`src/rtl/adder_seq_arb.sv`:
```
// Two-requester round-robin adder that serialises each addition through a single
// 8-bit full-adder slice, one byte per cycle. Define ADDSEQ_OVF_EN to add rsp_ovf.
module adder_seq_arb #(
    parameter int NBYTES = 4
) (
    input  logic                  clk,
    input  logic                  rst_n,

    input  logic                  req0_valid,
    output logic                  req0_ready,
    input  logic [8*NBYTES-1:0]   req0_x,
    input  logic [8*NBYTES-1:0]   req0_y,
    input  logic                  req0_cin,

    input  logic                  req1_valid,
    output logic                  req1_ready,
    input  logic [8*NBYTES-1:0]   req1_x,
    input  logic [8*NBYTES-1:0]   req1_y,
    input  logic                  req1_cin,

    output logic                  rsp_valid,
    input  logic                  rsp_ready,
    output logic                  rsp_id,
    output logic [8*NBYTES-1:0]   rsp_s,
`ifdef ADDSEQ_OVF_EN
    output logic                  rsp_ovf,
`endif
    output logic                  rsp_cout
);

    localparam int W  = 8 * NBYTES;
    localparam int CW = (NBYTES > 1) ? $clog2(NBYTES) : 1;

    typedef enum logic [1:0] {
        IDLE = 2'd0,
        ADD  = 2'd1,
        DONE = 2'd2
    } state_t;

    state_t          state_reg;
    state_t          state_next;

    logic            last_grant_reg;
    logic            grant;
    logic            accept;

    logic [W-1:0]    x_reg;
    logic [W-1:0]    y_reg;
    logic            carry_reg;
    logic            id_reg;
    logic            cout_reg;
    logic [CW-1:0]   cnt_reg;
    logic [7:0]      sum_bytes_reg [NBYTES];

    logic [7:0]      x_byte [NBYTES];
    logic [7:0]      y_byte [NBYTES];
    logic [7:0]      slice_x;
    logic [7:0]      slice_y;
    logic [8:0]      slice_sum;
    logic            last_byte;

    // Byte lanes of the latched operands and of the assembled result.
    generate
        for (genvar gi = 0; gi < NBYTES; gi++) begin : g_lane
            assign x_byte[gi]           = x_reg[8*gi +: 8];
            assign y_byte[gi]           = y_reg[8*gi +: 8];
            assign rsp_s[8*gi +: 8]     = sum_bytes_reg[gi];
        end
    endgenerate

    // The one and only full-adder slice.
    assign slice_x   = x_byte[cnt_reg];
    assign slice_y   = y_byte[cnt_reg];
    assign slice_sum = {1'b0, slice_x} + {1'b0, slice_y} + {8'd0, carry_reg};
    assign last_byte = (cnt_reg == CW'(NBYTES - 1));

    assign rsp_valid = (state_reg == DONE);
    assign rsp_id    = id_reg;
    assign rsp_cout  = cout_reg;

    always_ff @(posedge clk or negedge rst_n) begin
        if (!rst_n) begin
            state_reg <= IDLE;
        end else begin
            state_reg <= state_next;
        end
    end

    always_comb begin
        state_next = state_reg;
        req0_ready = 1'b0;
        req1_ready = 1'b0;
        accept     = 1'b0;
        // Contention goes to whoever was not granted last; otherwise the lone requester.
        if (req0_valid && req1_valid) begin
            grant = ~last_grant_reg;
        end else begin
            grant = req1_valid;
        end
        case (state_reg)
            IDLE: begin
                if (rst_n && (req0_valid || req1_valid)) begin
                    accept     = 1'b1;
                    req0_ready = ~grant;
                    req1_ready = grant;
                    state_next = ADD;
                end
            end
            ADD: begin
                if (last_byte) begin
                    state_next = DONE;
                end
            end
            DONE: begin
                if (rsp_ready) begin
                    state_next = IDLE;
                end
            end
            default: state_next = IDLE;
        endcase
    end

    always_ff @(posedge clk or negedge rst_n) begin
        if (!rst_n) begin
            last_grant_reg <= 1'b1;
            x_reg          <= '0;
            y_reg          <= '0;
            carry_reg      <= 1'b0;
            id_reg         <= 1'b0;
            cout_reg       <= 1'b0;
            cnt_reg        <= '0;
            for (int i = 0; i < NBYTES; i++) begin
                sum_bytes_reg[i] <= 8'd0;
            end
        end else if (accept) begin
            last_grant_reg <= grant;
            x_reg          <= grant ? req1_x   : req0_x;
            y_reg          <= grant ? req1_y   : req0_y;
            carry_reg      <= grant ? req1_cin : req0_cin;
            id_reg         <= grant;
            cnt_reg        <= '0;
        end else if (state_reg == ADD) begin
            sum_bytes_reg[cnt_reg] <= slice_sum[7:0];
            carry_reg              <= slice_sum[8];
            if (last_byte) begin
                cout_reg <= slice_sum[8];
                cnt_reg  <= '0;
            end else begin
                cnt_reg  <= cnt_reg + 1'b1;
            end
        end
    end

`ifdef ADDSEQ_OVF_EN
    logic ovf_reg;
    logic msb_carry_in;

    // Carry into bit 7 of the slice, recovered from the sum bit.
    assign msb_carry_in = slice_x[7] ^ slice_y[7] ^ slice_sum[7];
    assign rsp_ovf      = ovf_reg;

    always_ff @(posedge clk or negedge rst_n) begin
        if (!rst_n) begin
            ovf_reg <= 1'b0;
        end else if (state_reg == ADD && last_byte) begin
            ovf_reg <= msb_carry_in ^ slice_sum[8];
        end
    end
`endif

endmodule

```
`config.mk`:
```
export PLATFORM = sky130hd
export DESIGN_NAME = adder_seq_arb
export DESIGN_NICKNAME = d
export VERILOG_FILES = /design/src/rtl/adder_seq_arb.sv
export SDC_FILE = /design/constraint.sdc
export NUM_CORES = 1
export LEC_CHECK = 0
export ABC_AREA = 1
export CORE_ASPECT_RATIO = 0.8
export CORE_MARGIN = 10
export CORE_UTILIZATION = 50
export CTS_CLUSTER_SIZE = 14
export DETAILED_ROUTE_END_ITERATION = 7
export PLACE_DENSITY = 0.83
export SLEW_MARGIN = 20
export SYNTH_ARGS = -nofsm -noshare
export SYNTH_HDL_FRONTEND = slang
export SYNTH_SLANG_ARGS = --single-unit
```
`constraint.sdc`:
```
create_clock -name clk -period 5.5 [get_ports clk]
set_clock_uncertainty 0.15 [all_clocks]
set_input_delay 1.1 -clock clk [delete_from_list [all_inputs] [get_ports clk]]
set_output_delay 1.1 -clock clk [all_outputs]
set_load 0.02 [all_outputs]
```
==> out/qor.csv, run 1 <==
metric,value,unit
Synth area leaders,"dfrtp_1 (49%), nand2_1 (22%), nand3_1 (7.5%), o21ai_0 (3.8%), ha_1 (2.6%)",
cts hold-fix bufs,0,
"EDFF count, synth",0,
die area,15000,um2
Syn Nets,823,
placed insts,956,
synth-to-layout area growth,39.1,%
main flop type after synthesis,dfrtp_1,
Worst VDD drop,0.000306,V
CTS tree,built,
final worst-path cycle share,73.6,%
critical-path maximum fanout,45,
ant diodes,0,
H-tree level count,3,
cts bufs inserted,9,
most common cell in the netlist,nand2_1,
DR DRC count,0,
Synth top cells by count,"nand2_1 (306), dfrtp_1 (103), nand3_1 (78)",
startpoint types,input pin,
vias post-DR,5042,
placer congestion estimate,0.821,
post-CTS sizing,0,
Synth area leader,dfrtp_1,
register bit count reported by yosys,104,
clk sink count,104,
setup total negative slack,0,ns
vias in the first global route,5200,
RSZ-0062 raised after global routing,false,
max-cap violations,0,
Synth Cell Area,5220,um2
PwrDens,616,nW/um2
clk slew on worst S/H paths,0.07,ns
Die X,134,um
fin crit period,4.05,ns
Starting Density,51.0,%
vias per inst,5.19,
critical path class,in2out,
final hold vios,0,
Post-Layout Cell Count,972,
die height,111,um
placed wire-length estimate,12100,um
nets,975,
CORE AREA,10200,um2
antenna violation net count after detailed routing,0,
clk buf depth,2,
Worst EP required,4.25,ns
# setup viols final,0,
initial antenna violation count,0,
root buf cell,clkbuf_16,
Post-DP Area,6950,um2
worst min-delay path class,reg2reg,
status,completed,
wire per inst,16.6,um
largest net degree at the start of global routing,69,
Worst Tran Pin Value,0.974,ns
Buffers on Ports,171,
yosys warns,0,
I/O pins,172,
Max Transition Viols Final,0,
layout cells sized above 1,4.09,%
Cell variety after synth,27,
sequential area share after synthesis,49.9,%
post-CTS setup repair buffer count,0,
post-route cell area,7260,um2
fmax,247,MHz
asr flop ratio synth,100,%
clk_lat worst skew,0.35,ns
crit end category,primary output,
GRT Total Usage,21.6,%
Post-Syn Instances,675,
CP arrival,2.80,ns
share of the synthesized area in the top cell type,49.4,%
Pre-antenna DRT Iters,5,
final WL,16100,um
syn avg cell area,7.74,um2
Leakage,3.41,nW
DRT iter0 DRCs,360,
GRT Residual Overflow,0,
Cell Rows,33,
first-pass GRT wire length,26500,um
Slew headroom,35.0,%
-- cell type report --
type	instances	area (um2)
Fill cell	859	2980
Sequential cell	104	2600
Multi-Input combinational cell	509	2320
Timing Repair Buffer	176	1750
Clock buffer	10	239
Tap cell	140	175
Inverter	27	101
Clock inverter	6	73.8
-- layer usage --
metal | share of wire [%] | track usage, % | up-vias
met5 | 0 | 0 | -
met3 | 8.5 | 6.87 | 39
met1 | 43 | 27.4 | 2333
met2 | 45 | 34.2 | 202
li1 | - | - | 2468
met4 | 2.7 | 7.02 | 0
-- worst paths after layout --
check	start	end	slack, ns	depth (start not counted)
worst min-delay path	rsp_s[18]	rsp_s[18]	0.33	2
worst max-delay path	rst_n	req0_ready	1.45	6
max in group asynchronous	rst_n	cnt_reg[1]	3.42	2
worst max register to register	cnt_reg[0]	rsp_s[4]	1.83	12
worst min register to register	rsp_s[18]	rsp_s[18]	0.33	2
min in group asynchronous	rst_n	state_reg[0]	0.61	1
-- placed cells by master, fill, tap and decap left out, drive strengths merged --
| cell type | count |
|---|---|
| o31ai | 1 |
| a21oi | 6 |
| fa | 2 |
| clkdlybuf4s50 | 170 |
| buf | 6 |
| clkinvlp | 2 |
| o21ai | 43 |
| dfrtp | 103 |
| nand3b | 5 |
| inv | 30 |
| or2 | 3 |
| nand3 | 78 |
| xnor2 | 1 |
| a32o | 2 |
| dfstp | 1 |
| ha | 11 |
| xor2 | 2 |
| nand2 | 306 |
| clkbuf | 10 |
| bufinv | 1 |
| o22ai | 12 |
| nor2 | 35 |
| a32oi | 2 |
-- cells by family (layout without fill, tap and decap cells) --
group / after synthesis / in the layout / share of synthesized area (%)
compound gates: 66 / 66 / 7.00
simple gates: 427 / 427 / 33.5
fa+ha+maj: 13 / 13 / 3.40
flops: 104 / 104 / 49.9
xor+xnor: 3 / 3 / 0.503
buf+inv: 62 / 219 / 5.77
-- critical path, cell delays in order --
cell and delay, ns:
buf_4 0.46, o21ai_1 0.22, nor2_4 0.16, inv_2 0.08, nor2_4 0.11, clkdlybuf4s50_1 0.66
-- through the flow --
stage | util [%] | worst slack, ns | total power [W] | hold slack (ns)
after floorplan | - | 2.42 | 0.00291 | 0.298
after global placement | 67.9 | 1.45 | 0.00373 | 0.314
after detailed placement | 67.9 | 1.42 | 0.00379 | 0.320
after CTS | 70.9 | 1.41 | 0.00448 | 0.337
after global routing | 70.9 | 1.26 | 0.00485 | 0.352
final | 70.9 | 1.45 | 0.00447 | 0.332
-- power breakdown --
group	internal [W]	switching, W	total [W]
combinational	0.000942	0.00149	0.00243
sequential	0.00113	0.000239	0.00137
clock	0.000372	0.000295	0.000667
(Power assumes the default switching activity.)
==> run 2, diff against run 1 <==
--- a/config.mk
+++ b/config.mk
@@ -8,10 +8,10 @@
 export ABC_AREA = 1
 export CORE_ASPECT_RATIO = 0.8
 export CORE_MARGIN = 10
-export CORE_UTILIZATION = 50
+export CORE_UTILIZATION = 42
 export CTS_CLUSTER_SIZE = 14
 export DETAILED_ROUTE_END_ITERATION = 7
-export PLACE_DENSITY = 0.83
+export PLACE_DENSITY = 0.74
 export SLEW_MARGIN = 20
 export SYNTH_ARGS = -nofsm -noshare
 export SYNTH_HDL_FRONTEND = slang
==> constraint.sdc (replaced) <==
create_clock -name clk -period 3.3 [get_ports clk]
set_clock_uncertainty 0.15 [all_clocks]
set_input_delay 0.66 -clock clk [delete_from_list [all_inputs] [get_ports clk]]
set_output_delay 0.66 -clock clk [all_outputs]
set_load 0.02 [all_outputs]
==> out/qor.csv, run 2 (synthesis results as in run 1) <==
metric,value,unit
DR DRC count,0,
die height,120,um
worst min-delay path class,in2async,
antenna violation net count after detailed routing,0,
synth-to-layout area growth,39.5,%
fin crit period,3.04,ns
initial antenna violation count,1,
root buf cell,clkbuf_16,
I/O pins,172,
Comb pwr share,55.8,%
clk_lat worst skew,0.35,ns
Max Transition Viols Final,0,
crit end category,primary output,
first-pass GRT wire length,26100,um
Worst VDD drop,0.000692,V
most frequent cells in the layout,"nand2_1 (306), clkdlybuf4s50_1 (170), dfrtp_1 (103)",
worst-path cell chain,clkdlybuf4s50_1 -> o21ai_1 -> nor2_4 -> inv_2 -> nor2_4 -> clkdlybuf4s50_1,
cts hold-fix bufs,0,
wire per inst,16.5,um
CP arrival,2.23,ns
nets,981,
H-tree level count,3,
die area,17300,um2
Slew headroom,56.3,%
final hold vios,0,
Seq pwr share,30.7,%
Cell Int Power,0.00401,W
Pre-antenna DRT Iters,5,
Die X,145,um
Worst EP required,2.49,ns
largest net degree at the start of global routing,66,
final WL,16300,um
Net Sw Frac,45.8,%
Buffers on Ports,171,
Post-Layout Cell Count,991,
clk buf depth,2,
RSZ-0062 raised after global routing,false,
post-CTS sizing,0,
CORE AREA,12200,um2
Cell Rows,36,
DRT iter0 DRCs,423,
post-CTS setup repair buffer count,0,
status,completed,
pre-CTS setup slack,0.259,ns
Sw Pwr,0.00339,W
CTS tree,built,
Worst Slack Setup Final,0.259,ns
# setup viols final,0,
placed wire-length estimate,12700,um
critical path class,in2out,
critical-path maximum fanout,4,
family with the most delay on the worst path,buffers and inverters,
CP bufs+invs,3,
placer congestion estimate,0.891,
GRT Total Usage,18.6,%
setup total negative slack,0,ns
placed insts,974,
clk slew on worst S/H paths,0.07,ns
vias per inst,5.13,
GRT Residual Overflow,0,
clk sink count,104,
startpoint types,input pin,
PwrDens,1010,nW/um2
layout cells sized above 1,4.65,%
Starting Density,42.9,%
Leakage,3.43,nW
fmax,329,MHz
CP max-delay cell,clkdlybuf4s50_1,
"most common cell after layout, fill and taps aside",nand2_1,
Worst Tran Pin Value,0.655,ns
max-cap violations,0,
Max stage delay on crit path,0.64,ns
vias post-DR,5087,
clock power share,13.5,%
vias in the first global route,5309,
final worst-path cycle share,92.1,%
cts bufs inserted,9,
## run 2: changes by cell type in the layout (fill, tap and decap cells not counted), sizes merged
cell / delta
inv: -1
buf: +6
bufinv: -1
clkinvlp: -1
diode: +1
clkinv: +3
## run 2: path summary, 6_finish.rpt
kind,startpoint,end,slack [ns],cells after the start
setup reg to reg,cnt_reg[1],rsp_s[12],0.34,11
hold / removal,rst_n,y_reg[28],0.28,2
setup / recovery,req0_valid,req1_ready,0.26,6
max in group asynchronous,rst_n,x_reg[17],1.61,3
min in group clk,last_grant_reg,last_grant_reg,0.33,2
hold reg to reg,last_grant_reg,last_grant_reg,0.33,2
## run 2: power groups by stage
stage | registers [W] | logic (W) | clock network, W
4_1_cts | 0.00227 | 0.00412 | 0.00101
3_3_place_gp | 0.00227 | 0.00400 | 0
6_report | 0.00227 | 0.00412 | 0.000997
2_1_floorplan | 0.00239 | 0.00246 | 0
5_1_grt | 0.00233 | 0.00459 | 0.00106
3_5_place_dp | 0.00228 | 0.00410 | 0
## run 2: metrics by stage
step	cell area (um2)	hold WS (ns)	utilization [%]	total power (W)
after floorplan	5220	0.214	-	0.00486
after global placement	7010	0.315	57.6	0.00627
after detailed placement	7010	0.314	57.6	0.00638
after CTS	7280	0.313	59.9	0.00740
after global routing	7280	0.345	59.9	0.00798
final	7280	0.275	59.9	0.00739
## run 2: cell type report
type | count | area (um2)
antenna | 1 | 2.50
sequential | 104 | 2600
clock buffer | 10 | 229
clock inverter | 6 | 43.8
inverter | 27 | 101
multi-input combinational | 509 | 2320
tap | 152 | 190
timing repair buffer | 182 | 1790
fill | 1061 | 4880
## run 2: per-layer routing
metal	wire length (um)	up-vias	GRT usage (%)
met3	1490	16	6.62
met4	231	0	4.22
li1	-	2487	-
met5	0	-	0
met1	7310	2408	24.1
met2	7280	176	29.1
